### src/rtl/demux_fix_pkg.sv
// Shared constants, lane-index type and select-range helper for the 1-to-31 symbol demux.
package demux_fix_pkg;

  localparam int NUM_OUT = 31;
  localparam int DATA_W  = 2;
  localparam int SEL_W   = 5;
  localparam int CNT_W   = 8;

  typedef logic [SEL_W-1:0] lane_idx_t;

  // Unsigned range check; a select at or beyond num_out addresses no lane.
  function automatic logic lane_valid(input lane_idx_t sel, input int num_out = NUM_OUT);
    return (int'(sel) < num_out);
  endfunction

endpackage

### src/rtl/demux_fix_lane.sv
// One-entry output buffer for a single demux lane; fill takes priority over drain.
module demux_fix_lane
  import demux_fix_pkg::*;
(
  input  logic              clk,
  input  logic              reset,
  input  logic              fill,
  input  logic [DATA_W-1:0] fill_data,
  input  logic              out_ready,
  output logic              out_valid,
  output logic [DATA_W-1:0] out_data
);

  logic              valid_reg;
  logic [DATA_W-1:0] data_reg;

  // A fill in the same cycle as a drain keeps the buffer occupied with the new symbol.
  always_ff @(posedge clk or posedge reset) begin
    if (reset) begin
      valid_reg <= 1'b0;
      data_reg  <= '0;
    end else if (fill) begin
      valid_reg <= 1'b1;
      data_reg  <= fill_data;
    end else if (out_ready) begin
      valid_reg <= 1'b0;
    end
  end

  assign out_valid = valid_reg;
  assign out_data  = data_reg;

endmodule

### src/rtl/demux_fix_seq.sv
// Registered 1-to-31 demultiplexer of 2-bit symbols with per-lane valid/ready drains
// and a saturating counter for transfers whose select addresses no lane.
module demux_fix_seq
  import demux_fix_pkg::*;
(
  input  logic                      clk,
  input  logic                      reset,
  input  logic                      in_valid,
  output logic                      in_ready,
  input  logic [SEL_W-1:0]          in_sel,
  input  logic [DATA_W-1:0]         in_data,
  output logic [NUM_OUT*DATA_W-1:0] out_data,
  output logic [NUM_OUT-1:0]        out_valid,
  input  logic [NUM_OUT-1:0]        out_ready,
  output logic                      err_sticky,
  output logic [CNT_W-1:0]          drop_count,
  input  logic                      err_clr
);

  logic               sel_ok;
  logic               accept;
  logic               drop;
  logic [NUM_OUT-1:0] fill;

  logic             err_sticky_reg;
  logic             err_sticky_next;
  logic [CNT_W-1:0] drop_count_reg;
  logic [CNT_W-1:0] drop_count_next;

  assign sel_ok = lane_valid(in_sel, NUM_OUT);

  // Readiness only looks at the addressed lane, never at in_valid.
  always_comb begin
    in_ready = 1'b1;
    if (sel_ok) begin
      in_ready = !out_valid[in_sel] || out_ready[in_sel];
    end
  end

  assign accept = in_valid && in_ready;
  assign drop   = accept && !sel_ok;

  genvar gi;
  generate
    for (gi = 0; gi < NUM_OUT; gi++) begin : g_lane
      assign fill[gi] = accept && sel_ok && (in_sel == SEL_W'(gi));

      demux_fix_lane u_lane (
        .clk       (clk),
        .reset     (reset),
        .fill      (fill[gi]),
        .fill_data (in_data),
        .out_ready (out_ready[gi]),
        .out_valid (out_valid[gi]),
        .out_data  (out_data[gi*DATA_W +: DATA_W])
      );
    end
  endgenerate

  // A clear wipes the old state but still records a drop arriving on the same edge.
  always_comb begin
    err_sticky_next = err_sticky_reg;
    drop_count_next = drop_count_reg;
    if (err_clr) begin
      err_sticky_next = drop;
      drop_count_next = drop ? CNT_W'(1) : '0;
    end else if (drop) begin
      err_sticky_next = 1'b1;
      if (drop_count_reg != {CNT_W{1'b1}}) begin
        drop_count_next = drop_count_reg + CNT_W'(1);
      end
    end
  end

  always_ff @(posedge clk or posedge reset) begin
    if (reset) begin
      err_sticky_reg <= 1'b0;
      drop_count_reg <= '0;
    end else begin
      err_sticky_reg <= err_sticky_next;
      drop_count_reg <= drop_count_next;
    end
  end

  assign err_sticky = err_sticky_reg;
  assign drop_count = drop_count_reg;

endmodule

### config.mk
export PLATFORM = sky130hd
export DESIGN_NAME = demux_fix_seq
export DESIGN_NICKNAME = d
export VERILOG_FILES = /design/src/rtl/demux_fix_pkg.sv /design/src/rtl/demux_fix_lane.sv /design/src/rtl/demux_fix_seq.sv
export SDC_FILE = /design/constraint.sdc
export NUM_CORES = 1
export LEC_CHECK = 0
export CAP_MARGIN = 10
export CORE_AREA = 2 2 117 119
export CTS_CLUSTER_DIAMETER = 50
export CTS_CLUSTER_SIZE = 24
export DETAILED_ROUTE_END_ITERATION = 10
export DIE_AREA = 0 0 119 121
export GPL_TIMING_DRIVEN = 1
export PLACE_DENSITY_LB_ADDON = 0.15
export SYNTH_ARGS = -nofsm -noshare
export SYNTH_HDL_FRONTEND = slang
export SYNTH_SLANG_ARGS = --single-unit
### constraint.sdc
create_clock -name clk -period 3.05 [get_ports clk]
set_input_delay 0.305 -clock clk [delete_from_list [all_inputs] [get_ports clk]]
set_output_delay 0.305 -clock clk [all_outputs]
set_load 0.1 [all_outputs]
Word level (Yosys, flattened, before mapping)
Cells that the tools add are included.
- equal/unequal tests: 31
- order comparisons: 2
- add/subtract/negate cells: 1
- multiplexer cells: 73
- shift-type cells: 0
- reduce and logical (&&, ||, !) cells: 72
- divide/modulo/power cells: 0
- bitwise operators: 0
- multiply operators: 0
- operator list (kind ; count):
    == test 5 bit (second input constant) ; 15
    two-way mux 1 bit ; 68
    nonzero test 2 bit ; 33
    == test 5 x 4 -> 1 bit (second input constant) ; 8
    logical AND 1 bit ; 34
    two-way mux 8 bit ; 3
    == test 5 x 3 -> 1 bit (second input constant) ; 4
    binary-select mux 1 bit (select 5 bit) ; 2
    == test 5 x 2 -> 1 bit (second input constant) ; 2
    adder 8 x 1 -> 8 bit (second input constant) ; 1
    inequality test 8 bit (second input constant) ; 1
    less-than comparator 5 x 6 -> 1 bit (second input constant) ; 1
    == test 5 x 1 -> 1 bit (second input constant) ; 1
    logical NOT 5 bit ; 1
    less-than comparator 5 bit (second input constant) ; 1
    logical NOT 1 bit ; 2
    AND reduction 2 bit ; 1
    logical OR 1 bit ; 1
- word-level logic and storage cells: 243
- latch bits: 0
- flip-flop bits (word level): 102
- RAM bits: 0
- bits in read-only memories: 0
- memories: 0
- output and inout bits: 103

Longest topological paths before layout
Gate-level depths: netlist (run 1).
- depth after elaboration: 9
- mapped depth: 9
- depth with buffers taken out: 6

Modules after synthesis
From an unflattened synthesis (run 1), not the netlist that was laid out.
- cells, all modules: 437
- area total of the unflattened synthesis: 5066.1 um^2
- modules (own cells, without submodules) (module ; times used ; seq. area each (um^2) ; area an instance (um^2) ; cells each):
    demux_fix_lane ; 31 ; 75.1 ; 113.9 ; 8
    demux_fix_seq ; 1 ; 225.2 ; 1536.5 ; 189

Worst setup path after synthesis (run 1)
No wires, ideal clock.
- path kind: in2out
- start: in in_sel[2]
- end: out in_ready
- arrival time: 2400 ps
- slack: 345 ps
- cell stages on the path: 9
- path through: buf_4 > buf_4 > or2_2 > buf_2 > o221ai_1 > o21ai_2 > buf_2 > and2_1 > inv_1
- cells in the longest elaborated chain, start to end: 5
- ends and longest elaborated chain (item ; RTL line ; source):
    start: declaration ; demux_fix_seq.sv:10 ; input logic [SEL_W-1:0] in_sel,
    binary-select mux 1 bit (select 5 bit) ; demux_fix_seq.sv:36 ; in_ready = !out_valid[in_sel] || out_ready[in_sel];
    two-way mux 1 bit (not written as such) ; demux_fix_seq.sv:36 ;
    logical NOT 1 bit ; demux_fix_seq.sv:36 ;
    logical OR 1 bit ; demux_fix_seq.sv:36 ;
    two-way mux 1 bit (*) ; demux_fix_seq.sv:35 ; if (sel_ok) begin
    end: declaration ; demux_fix_seq.sv:9 ; output logic in_ready,
Every way passes the cells marked *; elsewhere a longest branch is shown, timed or not. The select of a mux whose other input is x is not followed.

Worst setup path after layout (run 1)
- start: in in_sel[1]
- end: out in_ready
The elaborated chain is that of the path after synthesis.

==> impl_results.html, run 1 <==
<table>
<tr><th>Metric</th><th>Value</th></tr>
<tr><th colspan="2">Critical path</th></tr>
<tr><td>Critical Path RT</td><td>2.74 ns</td></tr>
<tr><td>Launching element type of the critical path</td><td>input port</td></tr>
<tr><td>Worst-path fanout max</td><td>17</td></tr>
<tr><td>Endpoint arrival time on the critical path</td><td>around 2.6 ns</td></tr>
<tr><td>CP Class</td><td>in -&gt; out</td></tr>
<tr><td>Critical Path Sink Type</td><td>primary output</td></tr>
<tr><th colspan="2">Logic synthesis</th></tr>
<tr><td>Number of enable flip-flop cells after synthesis</td><td>0</td></tr>
<tr><td>Proportion of synthesized flip-flops having asynchronous set or reset</td><td>1.00</td></tr>
<tr><td>Total of warnings raised by yosys</td><td>0</td></tr>
<tr><td>Library cell with the highest instance count after synthesis</td><td>dfrtp_1</td></tr>
<tr><td>Primary flip-flop cell chosen by synthesis mapping</td><td>dfrtp_1</td></tr>
<tr><td>Leading area contributor after synthesis</td><td>dfrtp_1</td></tr>
<tr><td>Post-synth design cell area</td><td>around 5300 um^2</td></tr>
<tr><td>#FFs+latches synth</td><td>just over 100</td></tr>
<tr><td>Gate count of the mapped netlist</td><td>about 400</td></tr>
<tr><td>Average cell area after synthesis</td><td>approximately 13 um^2</td></tr>
<tr><td>List of most frequent post-synthesis cells</td><td>dfrtp_1, mux2_1, inv_1</td></tr>
<tr><td>Net count after synthesis</td><td>~450</td></tr>
<tr><td>Portion of the post-synthesis area used by sequential elements</td><td>0.484</td></tr>
<tr><td>Netlist cell types</td><td>43</td></tr>
<tr><td>Top-area cell type share of the netlist area</td><td>0.484</td></tr>
<tr><td>Cell types occupying the most area after synthesis</td><td>dfrtp_1, mux2_1, a211oi_2, buf_4, a21o_1</td></tr>
<tr><th colspan="2">Clocking</th></tr>
<tr><td>Clock Tree Buf Depth</td><td>2</td></tr>
<tr><td>Num Clock Sinks</td><td>slightly above 100</td></tr>
<tr><td>Clock-pin slew of the registers on the worst-case setup and hold paths</td><td>around 0.060 ns</td></tr>
<tr><td>Root cell of the clock tree</td><td>clkbuf_16</td></tr>
<tr><td>Number of buffers added by the clock tree synthesis step</td><td>9</td></tr>
<tr><td>Latest clock arrival within the worst-skew pair</td><td>between 0.3 and 0.4 ns</td></tr>
<tr><td>CTS tree</td><td>done</td></tr>
<tr><td>Maximum level of the CTS H-tree</td><td>3</td></tr>
<tr><th colspan="2">Power</th></tr>
<tr><td>Sequential power share</td><td>0.333</td></tr>
<tr><td>NetSw</td><td>roughly 0.0022 W</td></tr>
<tr><td>Worst-case vdd ir drop</td><td>0.652 mV</td></tr>
<tr><td>Lkg Pwr</td><td>roughly 3.6 nW</td></tr>
<tr><td>P_int</td><td>0.00266 W</td></tr>
<tr><td>Power Density</td><td>680 nW/um^2</td></tr>
<tr><td>Share of power burned in the clock network</td><td>0.234</td></tr>
<tr><td>Power, Total</td><td>0.00488 W</td></tr>
<tr><td>Switch share</td><td>0.455</td></tr>
<tr><td>Gate power share</td><td>0.434</td></tr>
<tr><th colspan="2">Detailed routing</th></tr>
<tr><td>Number of detailed-route iterations in the first pass</td><td>4</td></tr>
<tr><td>DRC viols</td><td>0</td></tr>
<tr><td>Average detailed-routed wire length per instance</td><td>approximately 18 um</td></tr>
<tr><td>Drt total wl</td><td>13500 um</td></tr>
<tr><td>Vias after detailed routing</td><td>3730</td></tr>
<tr><td>Via density per instance</td><td>between 5 and 6</td></tr>
<tr><td>Count of nets left with antenna violations after detail routing</td><td>0</td></tr>
<tr><td>DR iter-0 viols</td><td>~190</td></tr>
<tr><th colspan="2">Layout</th></tr>
<tr><td>Fraction of the core area covered by cells at the end of the flow</td><td>0.548</td></tr>
<tr><td>Share of final-layout standard cells stronger than drive strength 1</td><td>0.325</td></tr>
<tr><td>Largest register FFs</td><td>62</td></tr>
<tr><td>Final instance area</td><td>between 7000 and 8000 um^2</td></tr>
<tr><td>Layout overhead on the synthesized area</td><td>36.0%</td></tr>
<tr><td>Number of fill cells in the layout</td><td>between 1000 and 1500</td></tr>
<tr><td>N_diodes</td><td>0</td></tr>
<tr><td>Fin nets</td><td>approximately 600</td></tr>
<tr><th colspan="2">Timing</th></tr>
<tr><td>Post-route fraction of the period consumed by the critical path</td><td>0.957</td></tr>
<tr><td>Final worst setup slack</td><td>about 0.13 ns</td></tr>
<tr><td>Period minus WS final</td><td>~3 ns</td></tr>
<tr><td>Min Hold Slack</td><td>around 0.4 ns</td></tr>
<tr><td>Worst Tran Pin Value</td><td>between 0.9 and 1 ns</td></tr>
<tr><td>Pins Over Slew Limit</td><td>0</td></tr>
<tr><td>Number of hold violations in the final report</td><td>0</td></tr>
<tr><td>Unrepaired setup endpoints after global routing</td><td>false</td></tr>
<tr><td>Final Setup Violations</td><td>0</td></tr>
<tr><td>Maximum clock frequency</td><td>342 MHz</td></tr>
<tr><td>Fin Clk Skew</td><td>between 0.006 and 0.007 ns</td></tr>
<tr><td>Max transition margin</td><td>0.342</td></tr>
<tr><th colspan="2">Floorplanning</th></tr>
<tr><td>Die Area</td><td>between 10000 and 15000 um^2</td></tr>
<tr><td>Die Ht</td><td>121 um</td></tr>
<tr><td>Number of primary I/O pins</td><td>145</td></tr>
<tr><td># rows</td><td>42</td></tr>
<tr><td>Starting Density</td><td>0.403</td></tr>
<tr><td>Die outline width</td><td>~120 um</td></tr>
<tr><td>Placeable core region</td><td>~13000 um^2</td></tr>
<tr><th colspan="2">Placed design</th></tr>
<tr><td>Final weighted congestion in routability-driven placement</td><td>roughly 0.84</td></tr>
<tr><td>HPWL reported at the end of detailed placement</td><td>between 10000 and 15000 um</td></tr>
<tr><td>Port bufs</td><td>144</td></tr>
<tr><td>Setup slack at placement</td><td>-0.254 ns</td></tr>
<tr><td>Post-DP Area</td><td>between 6000 and 7000 um^2</td></tr>
<tr><th colspan="2">Hold path</th></tr>
<tr><td>Min-Delay Path Class</td><td>in -&gt; async</td></tr>
<tr><th colspan="2">Global route</th></tr>
<tr><td>Overflow after GRT</td><td>0</td></tr>
<tr><td>Antenna violations before repair</td><td>0</td></tr>
<tr><td>Maximum number of pins on one net before global-route repair</td><td>57</td></tr>
<tr><td>Global-route wire length before repair</td><td>around 22000 um</td></tr>
<tr><td>Number of global-route vias before repair</td><td>~4000</td></tr>
<tr><td>GR Util All Layers</td><td>0.197</td></tr>
<tr><th colspan="2">Flow run</th></tr>
<tr><td>Max Cap Violations</td><td>0</td></tr>
<tr><th colspan="2">Run status</th></tr>
<tr><td>Outcome</td><td>finished, final reports clean</td></tr>
</table>
==> timing repair <==
item / CTS / global route
setup endpoints to repair: 1 / 0
hold endpoints to repair: 0 / 0
buffers inserted: 4 / 0
hold buffers: 0 / 0
gates resized for setup: 2 / 0
==> logic make-up after synthesis <==
group	after synthesis	synth area share
buf+inv	90	0.0965
flops	102	0.484
mux	85	0.207
fa+ha+maj	1	0.00237
compound gates	84	0.161
xor+xnor	2	0.00332
simple gates	47	0.0463
==> metrics by stage <==
stage	setup TNS [ns]	instances
after CTS	0	743
after floorplan	0	411
after global routing	0	743
final	0	743
after detailed placement	-11.13	723
after global placement	-7.71	723
==> power groups by stage <==
stage | clock (W) | combinational (W) | sequential (W)
after floorplan | 0 | 0.000394 | 0.00284
after detailed placement | 0 | 0.00212 | 0.00165
after CTS | 0.00117 | 0.00213 | 0.00163
after global placement | 0 | 0.00211 | 0.00164
final | 0.00114 | 0.00212 | 0.00162
after global routing | 0.00123 | 0.00218 | 0.00165
==> placed cells by master, fill, tap and decap left out, types with 7 or more instances in the layout <==
master,netlist,layout
dfrtp_1,102,102
mux2_1,58,58
inv_1,36,35
mux4_2,9,9
mux2i_1,9,9
clkdlybuf4s50_1,0,78
nand3_1,8,8
a21o_1,31,31
buf_4,33,107
clkbuf_16,0,9
a211oi_2,25,25
nand2_1,12,12
buf_12,0,7
==> final cells by class <==
class                           count  area (um^2)  area share
Clock inverter                      7         75.1      0.0105
Inverter                           36          138      0.0192
Sequential cell                   102         2550       0.356
Timing Repair Buffer              194         1740       0.243
Multi-Input combinational cell    219         2220       0.310
Clock buffer                        9          225      0.0314
Tap cell                          176          220      0.0307
==> critical path, stage by stage <==
cell and delay, ns:
clkdlybuf4s50_1 0.60, or2_1 0.36, o221ai_1 0.30, a221oi_4 0.12, a311oi_4 0.34, buf_12 0.22
and2_1 0.14, inv_1 0.06, buf_12 0.16
==> metal layers <==
layer / vias to the layer above / GRT usage / share of wire
li1: 1733 / - / -
met1: 1877 / 0.269 / 0.45
met2: 114 / 0.314 / 0.48
met3: 6 / 0.0555 / 0.062
met4: 0 / 0.0424 / 0.0082
met5: - / 0 / 0
==> final timing paths <==
check	from	endpoint	slack, ns	depth (start not counted)
setup / recovery	in_sel[1]	in_ready	0.13	9
hold / removal	reset	drop_count[3]	0.39	2
setup reg to reg	g_lane[10].u_lane.out_valid	g_lane[25].u_lane.out_data[1]	0.38	7
hold reg to reg	g_lane[26].u_lane.out_data[1]	g_lane[26].u_lane.out_data[1]	0.49	1
max in group asynchronous	reset	g_lane[14].u_lane.out_data[1]	1.95	3
min in group clk	g_lane[26].u_lane.out_data[1]	g_lane[26].u_lane.out_data[1]	0.49	1
Note: power is estimated with default switching activity, not from simulation.
==> run 2: changes to the inputs <==
--- a/config.mk
+++ b/config.mk
@@ -13,6 +13,7 @@
 export DIE_AREA = 0 0 119 121
 export GPL_TIMING_DRIVEN = 1
 export PLACE_DENSITY_LB_ADDON = 0.15
+export SETUP_SLACK_MARGIN = 0.4
 export SYNTH_ARGS = -nofsm -noshare
 export SYNTH_HDL_FRONTEND = slang
 export SYNTH_SLANG_ARGS = --single-unit
==> impl_results.html, run 2 (same netlist as run 1, synthesis figures left out) <==
<table>
<tr><th>Metric</th><th>Value</th></tr>
<tr><th colspan="2">Timing</th></tr>
<tr><td>Pins Over Slew Limit</td><td>0 (unchanged)</td></tr>
<tr><td>Post-route fraction of the period consumed by the critical path</td><td>0.878 (was 0.957)</td></tr>
<tr><td>Max transition margin</td><td>0.341 (was 0.342)</td></tr>
<tr><td>Final Setup Violations</td><td>0 (unchanged)</td></tr>
<tr><td>Worst Tran Pin Value</td><td>0.986 ns (was 0.983 ns)</td></tr>
<tr><td>Period minus WS final</td><td>2.68 ns (was 2.92 ns)</td></tr>
<tr><td>Fin Clk Skew</td><td>0.00666 ns (was 0.00685 ns)</td></tr>
<tr><td>Summed negative setup slack over all endpoints</td><td>0 ns (unchanged)</td></tr>
<tr><td>Unrepaired setup endpoints after global routing</td><td>true (was false)</td></tr>
<tr><td>Number of hold violations in the final report</td><td>0 (unchanged)</td></tr>
<tr><td>Maximum clock frequency</td><td>373 MHz (was 342 MHz)</td></tr>
<tr><th colspan="2">Detailed routing</th></tr>
<tr><td>Count of nets left with antenna violations after detail routing</td><td>0 (unchanged)</td></tr>
<tr><td>Vias after detailed routing</td><td>3809 (was 3730)</td></tr>
<tr><td>Average detailed-routed wire length per instance</td><td>18.4 um (was 18.1 um)</td></tr>
<tr><td>DR iter-0 viols</td><td>190 (was 185)</td></tr>
<tr><td>Drt total wl</td><td>14000 um (was 13500 um)</td></tr>
<tr><td>Number of detailed-route iterations in the first pass</td><td>4 (unchanged)</td></tr>
<tr><td>Via density per instance</td><td>5.01 (was 5.02)</td></tr>
<tr><td>DRC viols</td><td>0 (unchanged)</td></tr>
<tr><th colspan="2">Placed design</th></tr>
<tr><td>Placed Cells incl. Taps</td><td>724 (was 723)</td></tr>
<tr><td>Post-DP Area</td><td>6860 um^2 (was 6840 um^2)</td></tr>
<tr><td>Port bufs</td><td>144 (unchanged)</td></tr>
<tr><td>HPWL reported at the end of detailed placement</td><td>10100 um (was 10300 um)</td></tr>
<tr><td>Final weighted congestion in routability-driven placement</td><td>0.790 (was 0.838)</td></tr>
<tr><th colspan="2">Floorplanning</th></tr>
<tr><td>Die Ht</td><td>121 um (unchanged)</td></tr>
<tr><td>Starting Density</td><td>0.403 (unchanged)</td></tr>
<tr><td>Die outline width</td><td>119 um (unchanged)</td></tr>
<tr><td>Number of primary I/O pins</td><td>145 (unchanged)</td></tr>
<tr><td># rows</td><td>42 (unchanged)</td></tr>
<tr><td>Placeable core region</td><td>13100 um^2 (unchanged)</td></tr>
<tr><td>Die Area</td><td>14400 um^2 (unchanged)</td></tr>
<tr><th colspan="2">Layout</th></tr>
<tr><td>Most common cell after layout, fill and taps aside</td><td>buf_4 (unchanged)</td></tr>
<tr><td>Final instance area</td><td>7630 um^2 (was 7180 um^2)</td></tr>
<tr><td>Commonest cells after routing, fill and taps aside</td><td>buf_4, dfrtp_1, clkdlybuf4s50_1 (unchanged)</td></tr>
<tr><td>Fin nets</td><td>624 (was 605)</td></tr>
<tr><td>N_diodes</td><td>0 (unchanged)</td></tr>
<tr><td>Layout overhead on the synthesized area</td><td>44.6% (was 36.0%)</td></tr>
<tr><td>Final Instance Count excl. Fillers</td><td>761 (was 743)</td></tr>
<tr><td>Largest register FFs</td><td>62 (unchanged)</td></tr>
<tr><td>Share of final-layout standard cells stronger than drive strength 1</td><td>0.397 (was 0.325)</td></tr>
<tr><td>Fraction of the core area covered by cells at the end of the flow</td><td>0.583 (was 0.548)</td></tr>
<tr><td>Number of fill cells in the layout</td><td>1083 (was 1141)</td></tr>
<tr><th colspan="2">Global route</th></tr>
<tr><td>M3 GR Usage</td><td>0.0423 (was 0.0555)</td></tr>
<tr><td>Number of global-route vias before repair</td><td>3955 (was 3892)</td></tr>
<tr><td>Global-route wire length before repair</td><td>22200 um (was 21600 um)</td></tr>
<tr><td>Peak-usage layer in the global routing report</td><td>met2 (unchanged)</td></tr>
<tr><td>Grt met1 use</td><td>0.281 (was 0.269)</td></tr>
<tr><td>Antenna violations before repair</td><td>0 (unchanged)</td></tr>
<tr><td>Maximum number of pins on one net before global-route repair</td><td>103 (was 57)</td></tr>
<tr><td>Overflow after GRT</td><td>0 (unchanged)</td></tr>
<tr><td>GR Util All Layers</td><td>0.202 (was 0.197)</td></tr>
<tr><td>Global Route met2 Usage</td><td>0.318 (was 0.314)</td></tr>
<tr><th colspan="2">Power</th></tr>
<tr><td>Power Density</td><td>668 nW/um^2 (was 680 nW/um^2)</td></tr>
<tr><td>Lkg Pwr</td><td>3.75 nW (was 3.58 nW)</td></tr>
<tr><td>Worst-case vdd ir drop</td><td>0.414 mV (was 0.652 mV)</td></tr>
<tr><th colspan="2">Critical path</th></tr>
<tr><td>Launching element type of the critical path</td><td>register (was input port)</td></tr>
<tr><td>Critical Path RT</td><td>2.74 ns (about the same)</td></tr>
<tr><td>CP Class</td><td>reg -&gt; out (was in -&gt; out)</td></tr>
<tr><td>Worst stage delay on the critical path</td><td>0.48 ns (was 0.60 ns)</td></tr>
<tr><td>Endpoint arrival time on the critical path</td><td>2.37 ns (was 2.62 ns)</td></tr>
<tr><td>Cell with the largest stage delay on the worst path</td><td>mux4_2 (was clkdlybuf4s50_1)</td></tr>
<tr><td>Critical path buffer and inverter count</td><td>3 (was 4)</td></tr>
<tr><td>Cells along the critical path</td><td>mux4_2 -&gt; mux2_4 -&gt; a221oi_4 -&gt; a311oi_4 -&gt; buf_12 -&gt; and2_4 -&gt; clkinvlp_4 -&gt; buf_12 (was clkdlybuf4s50_1 -&gt; or2_1 -&gt; o221ai_1 -&gt; a221oi_4 -&gt; a311oi_4 -&gt; buf_12 -&gt; and2_1 -&gt; inv_1 -&gt; buf_12)</td></tr>
<tr><td>Worst-path fanout max</td><td>3 (was 17)</td></tr>
<tr><td>Most numerous cell on the critical path</td><td>buf_12 (unchanged)</td></tr>
<tr><td>Critical Path Sink Type</td><td>primary output (unchanged)</td></tr>
<tr><td>Top delay family on crit path</td><td>multiplexers (was buffers and inverters)</td></tr>
<tr><th colspan="2">Clocking</th></tr>
<tr><td>Maximum level of the CTS H-tree</td><td>3 (unchanged)</td></tr>
<tr><td>Number of buffers added by the clock tree synthesis step</td><td>9 (unchanged)</td></tr>
<tr><td>Root cell of the clock tree</td><td>clkbuf_16 (unchanged)</td></tr>
<tr><td>CTS tree</td><td>done (unchanged)</td></tr>
<tr><td>Clock Tree Buf Depth</td><td>2 (unchanged)</td></tr>
<tr><td>Num Clock Sinks</td><td>102 (unchanged)</td></tr>
<tr><td>Clock-pin slew of the registers on the worst-case setup and hold paths</td><td>0.06 ns (about the same)</td></tr>
<tr><td>Latest clock arrival within the worst-skew pair</td><td>0.35 ns (about the same)</td></tr>
<tr><th colspan="2">Run status</th></tr>
<tr><td>Outcome</td><td>finished, final reports clean (unchanged)</td></tr>
<tr><th colspan="2">Hold path</th></tr>
<tr><td>Min-Delay Path Class</td><td>in -&gt; async (unchanged)</td></tr>
<tr><th colspan="2">Flow run</th></tr>
<tr><td>Max Cap Violations</td><td>0 (unchanged)</td></tr>
</table>
==> run 2: power by group <==
part,internal (W),switching [W],leakage [nW]
logic,0.000566,0.00166,2.23
clock network,0.000756,0.000482,0.161
registers,0.00153,0.000101,1.36
total,0.00285,0.00225,3.75
==> run 2: repair_timing <==
action	CTS	global route
cloned	1	0
endpoints found under the setup margin	71	66
gates resized for setup	33	26
setup buffers	18	3
pin swaps	5	9
hold buffers	0	0
==> run 2: stage by stage <==
| step | hold slack (ns) | power, W | worst slack [ns] |
|---|---|---|---|
| 2_1_floorplan | 0.440 | 0.00323 | 0.445 |
| 3_3_place_gp | 0.472 | 0.00376 | -0.227 |
| 3_5_place_dp | 0.474 | 0.00377 | -0.259 |
| 4_1_cts | 0.488 | 0.00509 | 0.304 |
| 5_1_grt | 0.497 | 0.00526 | 0.301 |
| 6_report | 0.467 | 0.00510 | 0.371 |
==> run 2: routing by layer <==
metal  vias up  wire, um
met4         0       160
met1      1944      6480
li1       1755         -
met3        13       714
met5         -         0
met2        97      6670
==> run 2: final timing paths <==
check,from,endpoint,slack (ns),cells past startpoint
setup / recovery,g_lane[7].u_lane.out_valid,in_ready,0.37,8
min in group clk,g_lane[0].u_lane.out_data[1],g_lane[0].u_lane.out_data[1],0.49,1
max in group asynchronous,reset,g_lane[22].u_lane.out_valid,2.14,3
setup reg to reg,g_lane[7].u_lane.out_valid,g_lane[13].u_lane.out_data[0],0.39,8
hold / removal,reset,g_lane[30].u_lane.out_data[1],0.47,3
hold reg to reg,g_lane[0].u_lane.out_data[1],g_lane[0].u_lane.out_data[1],0.49,1
==> run 2: layout make-up <==
type | instances | area [um^2] | area share
clock inverters | 4 | 70.1 | 0.00919
inverters | 36 | 143 | 0.0187
well taps | 176 | 220 | 0.0289
multi-input cells | 219 | 2470 | 0.324
clock buffers | 11 | 253 | 0.0331
repair buffers | 213 | 1920 | 0.252
flip-flops and latches | 102 | 2550 | 0.335
==> run 2: worst reg2reg max path: stages (launching register included) <==
cell      delay, ns
dfrtp_1        0.40
mux4_2         0.48
mux2_4         0.28
a221oi_4       0.27
a311oi_4       0.08
buf_12         0.15
buf_6          0.15
a211oi_4       0.41
mux2_4         0.34
